File: src/rtl/alu.sv
// Configurable 16-bit carry-chain ALU (add/sub/inc/dec/neg/not/xor/or/and) with a registered result and carry-out.
// Latency is 1 cycle; it takes a new op every cycle and has no backpressure. The optional shifter is enabled by `define ALU_SHIFT_EN.
module alu #(
  parameter int WIDTH = 16
) (
  input  logic             clk,
  input  logic             rst,
  input  logic [WIDTH-1:0] a,
  input  logic [WIDTH-1:0] b,
  input  logic             ci,
  input  logic             nb,
  input  logic             ic,
  input  logic             zb,
  input  logic             na,
  input  logic             xo,
  input  logic             no,
  input  logic [1:0]       sh,
  output logic [WIDTH-1:0] out,
  output logic             co
);

  logic [WIDTH-1:0] a_c, b_z, b_c, p, g, r, r_sel;
  logic [WIDTH:0]   c;
  logic             cr;
  logic [WIDTH-1:0] out_d, out_q;
  logic             co_d, co_q;

`ifndef ALU_SHIFT_EN
  logic unused_sh;
  assign unused_sh = ^sh;
`endif

  always_comb begin
    a_c = na ? ~a : a;
    b_z = zb ? '0 : b;
    b_c = nb ? ~b_z : b_z;
    p   = a_c ^ b_c;
    g   = a_c & b_c;
    c   = '0;
    c[0] = ic ? 1'b0 : ci;
    for (int i = 0; i < WIDTH; i++) begin
      c[i+1] = ic ? 1'b0 : (g[i] | (p[i] & c[i]));
    end
    // xo lets the generate term through, turning xor into or.
    r     = (p ^ c[WIDTH-1:0]) | ({WIDTH{xo}} & g);
    r_sel = r;
    cr    = c[WIDTH];
`ifdef ALU_SHIFT_EN
    case (sh)
      2'b01: begin
        r_sel = {a_c[WIDTH-2:0], 1'b0};
        cr    = a_c[WIDTH-1];
      end
      2'b10: begin
        r_sel = {1'b0, a_c[WIDTH-1:1]};
        cr    = a_c[0];
      end
      2'b11: begin
        r_sel = {a_c[WIDTH-1], a_c[WIDTH-1:1]};
        cr    = a_c[0];
      end
      default: ;
    endcase
`endif
    out_d = no ? ~r_sel : r_sel;
    co_d  = cr;
  end

  always_ff @(posedge clk) begin
    if (rst) begin
      out_q <= '0;
      co_q  <= 1'b0;
    end else begin
      out_q <= out_d;
      co_q  <= co_d;
    end
  end

  assign out = out_q;
  assign co  = co_q;

endmodule

File: config.mk
export PLATFORM = sky130hd
export DESIGN_NAME = alu
export DESIGN_NICKNAME = d
export VERILOG_FILES = /design/src/rtl/alu.sv
export SDC_FILE = /design/constraint.sdc
export NUM_CORES = 1
export LEC_CHECK = 0
export CAP_MARGIN = 0
export CORE_UTILIZATION = 37
export CTS_CLUSTER_SIZE = 16
export DETAILED_ROUTE_END_ITERATION = 8
export GPL_ROUTABILITY_DRIVEN = 0
export PLACE_DENSITY = 0.77
export SETUP_SLACK_MARGIN = 0.3
export SLEW_MARGIN = 25
export SYNTH_ARGS = -nofsm -noshare
export SYNTH_HDL_FRONTEND = slang
export SYNTH_SLANG_ARGS = --single-unit
File: constraint.sdc
create_clock -name clk -period 16.9 [get_ports clk]
set_clock_uncertainty 0.2 [all_clocks]
set_input_delay 3.38 -clock clk [delete_from_list [all_inputs] [get_ports clk]]
set_output_delay 3.38 -clock clk [all_outputs]
set_load 0.02 [all_outputs]
==> run_summary.xml, run 1 <==
<?xml version="1.0" encoding="UTF-8"?>
<metrics>
  <group name="worst_setup_path">
    <metric name="worstPathRequired" unit="ns">16.87</metric>
    <metric name="critical_path.slowest_cell" unit="">sky130_fd_sc_hd__fa_1</metric>
    <metric name="timing.critical_path.slowest_cell_delay" unit="ns">0.47</metric>
    <metric name="cp.buffers_inverters" unit="">2</metric>
    <metric name="path_delay_family" unit="">adder cells</metric>
    <metric name="worst_setup_path_end_kind" unit="">flop</metric>
    <metric name="worstSetupStartpointType" unit="">input port</metric>
    <metric name="critical_path_arrival" unit="ns">15.73</metric>
    <metric name="cp_common_cell" unit="">sky130_fd_sc_hd__fa_1</metric>
    <metric name="crit_type" unit="">input port to flop</metric>
    <metric name="crit_path_max_fanout" unit="">16</metric>
  </group>
  <group name="clocking">
    <metric name="cts_hold_buf" unit="">0</metric>
    <metric name="post_cts_resize_count" unit="">0</metric>
    <metric name="cts_root_buffer" unit="">sky130_fd_sc_hd__clkbuf_8</metric>
    <metric name="cts_made_buffers" unit="">3</metric>
    <metric name="maximum_buffer_depth_of_the_clock_tree" unit="">2</metric>
    <metric name="h-tree-depth" unit="">1</metric>
    <metric name="numClockSinks" unit="">17</metric>
    <metric name="clkSlewWorstSetupHoldPaths" unit="ns">0.06</metric>
    <metric name="tritoncts" unit="">yes</metric>
    <metric name="post-cts-setup-buffers" unit="">0</metric>
  </group>
  <group name="final_layout">
    <metric name="final_stage_net_count" unit="">321</metric>
    <metric name="layout_common_cells" unit="">sky130_fd_sc_hd__clkdlybuf4s50_1 (56), sky130_fd_sc_hd__xor2_1 (32), sky130_fd_sc_hd__nand2b_1 (18), sky130_fd_sc_hd__dfxtp_1 (17)</metric>
    <metric name="stdcell_count" unit="">312</metric>
    <metric name="layout_commonest_cell" unit="">sky130_fd_sc_hd__clkdlybuf4s50_1</metric>
    <metric name="fillCellCount" unit="">471</metric>
    <metric name="final_layout_size_suffix_gt1_share" unit="%">9.39</metric>
    <metric name="total_inserted_antenna_cells" unit="">0</metric>
    <metric name="area_growth" unit="%">32.2</metric>
    <metric name="final_util" unit="%">52.5</metric>
    <metric name="final_area" unit="um^2">2560</metric>
  </group>
  <group name="pwr">
    <metric name="cellPowerDensity" unit="nW/um^2">63.2</metric>
    <metric name="power.total" unit="mW">0.162</metric>
    <metric name="total_leakage_power" unit="nW">1.09</metric>
    <metric name="ir_drop" unit="uV">27.0</metric>
  </group>
  <group name="logic_synthesis">
    <metric name="synth.cell_area" unit="um^2">1940</metric>
    <metric name="synth_cell_type_count" unit="">18</metric>
    <metric name="synth_flop_cell" unit="">sky130_fd_sc_hd__dfxtp_1</metric>
    <metric name="synth_fp_nets" unit="">268</metric>
    <metric name="syn-mean-instance-area" unit="um^2">10.0</metric>
    <metric name="synthCells" unit="">193</metric>
    <metric name="synth.largest_area_cell" unit="">sky130_fd_sc_hd__dfxtp_1</metric>
    <metric name="ys_seq_area_share" unit="%">17.5</metric>
    <metric name="yosys_warnings" unit="">0</metric>
    <metric name="synthArstFlopShare" unit="%">0</metric>
    <metric name="post_synth_edffs" unit="">0</metric>
    <metric name="yosysTopAreaCellShare" unit="%">17.5</metric>
    <metric name="synth_seq_cells" unit="">17</metric>
    <metric name="synth.top_cells.by_area" unit="">sky130_fd_sc_hd__dfxtp_1 (18%), sky130_fd_sc_hd__fa_1 (17%), sky130_fd_sc_hd__xor2_1 (14%)</metric>
  </group>
  <group name="grt">
    <metric name="grt_antenna_before_repair" unit="">0</metric>
    <metric name="first_global_vias" unit="">1377</metric>
    <metric name="grt_max_degree" unit="">32</metric>
    <metric name="grt_first_pass_wirelength" unit="um">5730</metric>
    <metric name="grtUsageTotal" unit="%">13.4</metric>
    <metric name="grt_remaining_overflow" unit="">0</metric>
  </group>
  <group name="floorplan">
    <metric name="design.portCount" unit="">60</metric>
    <metric name="core_region_area" unit="um^2">4880</metric>
    <metric name="die_area" unit="um^2">5540</metric>
    <metric name="placement_rows" unit="">25</metric>
    <metric name="floorplan.die.height" unit="um">74.4</metric>
    <metric name="initial_core_utilization" unit="%">39.7</metric>
    <metric name="die_width" unit="um">74.4</metric>
  </group>
  <group name="detailed_routing">
    <metric name="post_drt_wl_per_cell" unit="um">11.0</metric>
    <metric name="drcViolationCount" unit="">0</metric>
    <metric name="avgViaCountPerCell" unit="">4.24</metric>
    <metric name="drt.antenna.violating_nets" unit="">0</metric>
    <metric name="detailedRoute.firstIterationViolations" unit="">31</metric>
    <metric name="route.vias.total" unit="">1322</metric>
    <metric name="detail_route.first_pass.iterations" unit="">2</metric>
    <metric name="detail_route.wirelength" unit="um">3440</metric>
  </group>
  <group name="run">
    <metric name="cap_violations" unit="">0</metric>
  </group>
  <group name="timing">
    <metric name="layout_worst_path_cycle_share" unit="%">93.3</metric>
    <metric name="drv_slew" unit="">0</metric>
    <metric name="min_period" unit="ns">15.77</metric>
    <metric name="fmax" unit="GHz">0.0634</metric>
    <metric name="layout_setup_ws" unit="ns">1.13</metric>
    <metric name="setup_total_negative_slack" unit="ns">0</metric>
    <metric name="slew_margin_rel" unit="%">64.3</metric>
    <metric name="timing.final.hold_violations" unit="">0</metric>
    <metric name="worst_slew_pin_slew" unit="ns">0.534</metric>
    <metric name="setup_viol_count_final" unit="">0</metric>
    <metric name="hold_ws" unit="ns">3.52</metric>
    <metric name="grt_setup_unrepaired" unit="">no</metric>
  </group>
  <group name="placement">
    <metric name="placed_cell_areas" unit="um^2">2520</metric>
    <metric name="detailedPlace.worstSlack" unit="ns">0.835</metric>
    <metric name="io_buffers" unit="">57</metric>
    <metric name="dp.final_hpwl" unit="um">2810</metric>
    <metric name="dp.cells" unit="">308</metric>
  </group>
  <group name="outcome">
    <metric name="outcome" unit="">complete, no violations</metric>
  </group>
  <group name="worst_hold_path">
    <metric name="worst_hold_path_type" unit="">input port to flop</metric>
  </group>
</metrics>
[layer usage]
metal,up-vias,global-route usage (%),part of all wire (%)
met5,-,0,0
met4,0,4.40,1.5
met2,25,25.1,51
met1,604,16.2,46
li1,688,-,-
met3,5,0.542,2.2
[final cells by class]
class,count,area [um^2],share of cell area [%]
Inverter,16,60.1,2.34
Clock buffer,4,45.0,1.76
Timing Repair Buffer,61,596,23.2
Multi-Input combinational cell,147,1440,56.1
Sequential cell,17,340,13.3
Tap cell,67,83.8,3.27
[path summary, 6_finish.rpt]
path	endpoint	slack [ns]	start	depth (start not counted)
max	out[15]$_SDFF_PP0_	1.13	zb	37
min	co$_SDFF_PP0_	3.52	rst	2
[cells in the mapped netlist (4+ instances only)]
cell type / count
sky130_fd_sc_hd__inv_1: 16
sky130_fd_sc_hd__or2_2: 15
sky130_fd_sc_hd__a21boi_1: 5
sky130_fd_sc_hd__mux2i_1: 16
sky130_fd_sc_hd__xor2_1: 32
sky130_fd_sc_hd__fa_1: 16
sky130_fd_sc_hd__xnor2_1: 16
sky130_fd_sc_hd__buf_2: 5
sky130_fd_sc_hd__a21boi_0: 11
sky130_fd_sc_hd__dfxtp_1: 17
sky130_fd_sc_hd__ha_1: 16
sky130_fd_sc_hd__nand2b_1: 18
sky130_fd_sc_hd__buf_4: 4
[kinds of logic after synthesis]
kind of cell | share of synthesized area (%)
compound gates | 6.19
xor+xnor | 21.7
fa+ha+maj | 26.8
buf+inv | 8.26
flops | 17.5
mux | 8.26
simple gates | 11.2
[sequential cells by signal, summed over array words and instances, names as in the netlist]
register,cells
co,1
out,16
[report_power, final]
group	switching (mW)	internal, mW
Combinational	0.0402	0.0445
Clock	0.0125	0.0167
Sequential	0.00136	0.0466
Total	0.0542	0.108
Note: power is estimated with default switching activity, not from simulation.
==> run 2: changes to the inputs <==
ABC_AREA = 1   (was not set)
CTS_CLUSTER_DIAMETER = 50   (was not set)
RECOVER_POWER = 50   (was not set)
==> run 2 against run 1 <==
Effect of this change: cell area is 0.20% higher; final cell count is 27% higher; worst setup slack worse by 0.0033 ns; global-route usage is 1.9 points higher; sequential cell count stayed put; routed wire length is 17% higher; worst hold slack worse by 0.022 ns; via count is 32% higher; total power is 3.9% lower; utilization is 2.2 points lower; largest cell class unchanged.
==> run_summary.xml, run 2 <==
<?xml version="1.0" encoding="UTF-8"?>
<metrics>
  <group name="final_layout">
    <metric name="max_ffs_per_register" unit="">16</metric>
    <metric name="total_inserted_antenna_cells" unit="">0</metric>
    <metric name="layout_commonest_cell" unit="">sky130_fd_sc_hd__nand2_1</metric>
    <metric name="final_stage_net_count" unit="">403</metric>
    <metric name="stdcell_count" unit="">397</metric>
    <metric name="final_layout_size_suffix_gt1_share" unit="%">6.73</metric>
    <metric name="layout_common_cells" unit="">sky130_fd_sc_hd__nand2_1 (81), sky130_fd_sc_hd__clkdlybuf4s50_1 (40), sky130_fd_sc_hd__inv_1 (36), sky130_fd_sc_hd__nand3_1 (32)</metric>
    <metric name="area_growth" unit="%">31.7</metric>
  </group>
  <group name="logic_synthesis">
    <metric name="synth.cell_area" unit="um^2">1950</metric>
    <metric name="synth_fp_nets" unit="">353</metric>
    <metric name="yosys_warnings" unit="">0</metric>
    <metric name="synth.largest_area_cell" unit="">sky130_fd_sc_hd__dfxtp_1</metric>
    <metric name="yosysTopAreaCellShare" unit="%">17.4</metric>
    <metric name="synthArstFlopShare" unit="%">0</metric>
    <metric name="synth_seq_cells" unit="">17</metric>
    <metric name="synth.top_cells.by_area" unit="">sky130_fd_sc_hd__dfxtp_1 (17%), sky130_fd_sc_hd__fa_1 (16%), sky130_fd_sc_hd__nand2_1 (16%)</metric>
    <metric name="synth_flop_cell" unit="">sky130_fd_sc_hd__dfxtp_1</metric>
    <metric name="post_synth_edffs" unit="">0</metric>
    <metric name="synthCells" unit="">278</metric>
    <metric name="synth_cell_type_count" unit="">17</metric>
    <metric name="commonest_cells_post_synth" unit="">sky130_fd_sc_hd__nand2_1 (81), sky130_fd_sc_hd__inv_1 (36), sky130_fd_sc_hd__nand3_1 (32)</metric>
    <metric name="post-synth-top-count-cell" unit="">sky130_fd_sc_hd__nand2_1</metric>
    <metric name="ys_seq_area_share" unit="%">17.4</metric>
    <metric name="syn-mean-instance-area" unit="um^2">7.02</metric>
  </group>
  <group name="worst_setup_path">
    <metric name="critical_path.slowest_cell" unit="">sky130_fd_sc_hd__fa_1</metric>
    <metric name="timing.critical_path.slowest_cell_delay" unit="ns">0.51</metric>
    <metric name="cp_common_cell" unit="">sky130_fd_sc_hd__fa_1</metric>
    <metric name="path_delay_family" unit="">adder cells</metric>
    <metric name="crit_path_max_fanout" unit="">17</metric>
    <metric name="critical_path_depth" unit="">39</metric>
    <metric name="worst_setup_path_end_kind" unit="">flop</metric>
    <metric name="cp.buffers_inverters" unit="">3</metric>
    <metric name="worstPathRequired" unit="ns">16.84</metric>
    <metric name="crit_type" unit="">input port to flop</metric>
    <metric name="critical_path_arrival" unit="ns">15.71</metric>
    <metric name="worstSetupStartpointType" unit="">input port</metric>
    <metric name="worst_setup_path_startpoint" unit="">nb</metric>
  </group>
  <group name="detailed_routing">
    <metric name="route.vias.total" unit="">1739</metric>
    <metric name="detail_route.first_pass.iterations" unit="">4</metric>
    <metric name="post_drt_wl_per_cell" unit="um">10.1</metric>
    <metric name="drt.antenna.violating_nets" unit="">0</metric>
    <metric name="avgViaCountPerCell" unit="">4.38</metric>
    <metric name="detailedRoute.firstIterationViolations" unit="">92</metric>
    <metric name="detail_route.wirelength" unit="um">4020</metric>
    <metric name="drcViolationCount" unit="">0</metric>
  </group>
  <group name="timing">
    <metric name="timing.final.hold_violations" unit="">0</metric>
    <metric name="drv_slew" unit="">0</metric>
    <metric name="worst_slew_pin_slew" unit="ns">0.900</metric>
    <metric name="setup_total_negative_slack" unit="ns">0</metric>
    <metric name="layout_worst_path_cycle_share" unit="%">93.3</metric>
    <metric name="slew_margin_rel" unit="%">39.9</metric>
    <metric name="grt_setup_unrepaired" unit="">no</metric>
    <metric name="fmax" unit="GHz">0.0634</metric>
    <metric name="setup_viol_count_final" unit="">0</metric>
    <metric name="min_period" unit="ns">15.77</metric>
  </group>
  <group name="grt">
    <metric name="grtUsageTotal" unit="%">15.3</metric>
    <metric name="grt_remaining_overflow" unit="">0</metric>
    <metric name="grt_first_pass_wirelength" unit="um">6560</metric>
    <metric name="first_global_vias" unit="">1528</metric>
    <metric name="grt_max_degree" unit="">33</metric>
    <metric name="globalRouteMet1Util" unit="%">20.0</metric>
    <metric name="grt_antenna_before_repair" unit="">0</metric>
    <metric name="grt-busiest-layer" unit="">met2</metric>
    <metric name="gr-usage-met3" unit="%">1.20</metric>
    <metric name="global_route.usage.met2" unit="%">26.6</metric>
  </group>
  <group name="clocking">
    <metric name="post_cts_resize_count" unit="">0</metric>
    <metric name="h-tree-depth" unit="">1</metric>
    <metric name="post-cts-setup-buffers" unit="">0</metric>
    <metric name="maximum_buffer_depth_of_the_clock_tree" unit="">2</metric>
    <metric name="tritoncts" unit="">yes</metric>
    <metric name="numClockSinks" unit="">17</metric>
    <metric name="cts_root_buffer" unit="">sky130_fd_sc_hd__clkbuf_8</metric>
    <metric name="cts_hold_buf" unit="">0</metric>
    <metric name="cts_made_buffers" unit="">3</metric>
    <metric name="clkSlewWorstSetupHoldPaths" unit="ns">0.06</metric>
  </group>
  <group name="floorplan">
    <metric name="initial_core_utilization" unit="%">38.2</metric>
    <metric name="placement_rows" unit="">26</metric>
    <metric name="die_area" unit="um^2">5570</metric>
    <metric name="core_region_area" unit="um^2">5110</metric>
    <metric name="design.portCount" unit="">60</metric>
    <metric name="die_width" unit="um">74.6</metric>
    <metric name="floorplan.die.height" unit="um">74.6</metric>
  </group>
  <group name="pwr">
    <metric name="power.total" unit="mW">0.156</metric>
    <metric name="cellPowerDensity" unit="nW/um^2">60.6</metric>
    <metric name="ir_drop" unit="uV">17.5</metric>
    <metric name="total_leakage_power" unit="nW">1.25</metric>
  </group>
  <group name="run">
    <metric name="cap_violations" unit="">0</metric>
  </group>
  <group name="placement">
    <metric name="dp.cells" unit="">393</metric>
    <metric name="io_buffers" unit="">57</metric>
    <metric name="dp.final_hpwl" unit="um">3270</metric>
  </group>
  <group name="outcome">
    <metric name="outcome" unit="">complete, no violations</metric>
  </group>
  <group name="worst_hold_path">
    <metric name="worst_hold_path_type" unit="">input port to flop</metric>
    <metric name="worstHoldStart" unit="">rst</metric>
    <metric name="holdPathStages" unit="">2</metric>
  </group>
</metrics>
run 2: cell types whose count changed in the layout (fill, tap and decap cells not counted), sizes merged, moves of 17 or more:
cell	change
nand2	+81
dlygate4sd3	+17
nand2b	-18
inv	+21
nand3	+32
xor2	-32
run 2: report_power, final:
group / internal, mW / switching (mW) / total [mW]
sequential: 0.0460 / 0.000973 / 0.0470
clock: 0.0167 / 0.0124 / 0.0291
combinational: 0.0372 / 0.0423 / 0.0795
run 2: cell type report:
class	instances	area [um^2]
Fill cell	496	2540
Multi-Input combinational cell	209	1360
Timing Repair Buffer	60	593
Sequential cell	17	340
Inverter	37	139
Tap cell	70	87.6
Clock buffer	4	45.0
run 2: logic make-up (layout without fill, tap and decap cells):
family	count (synthesis)	in the layout	share of synthesized area [%]
compound gates	16	16	4.11
xor+xnor	16	16	7.18
fa+ha+maj	32	32	26.7
buf+inv	52	101	12.6
flops	17	17	17.4
simple gates	145	145	31.9
run 2: worst paths after layout:
| kind | endpoint | slack [ns] |
|---|---|---|
| max | out[15]$_SDFF_PP0_ | 1.13 |
| min | co$_SDFF_PP0_ | 3.50 |
run 2: metal layers:
layer	vias up	part of all wire [%]	wire, um
li1	930	-	-
met4	0	0.67	27
met2	37	52	2100
met3	3	2.9	116
met1	769	44	1770
met5	-	0	0
run 2: metrics by stage:
stage          utilization (%)  hold slack, ns  setup WS [ns]  area (um^2)
5_1_grt                   50.3            3.53          0.695         2570
6_report                  50.3            3.50           1.13         2570
2_1_floorplan                -            3.25           1.95         1950
4_1_cts                   50.3            3.50           1.08         2570
3_5_place_dp              49.4            3.76          0.866         2520
3_3_place_gp              49.4            3.79          0.971         2520
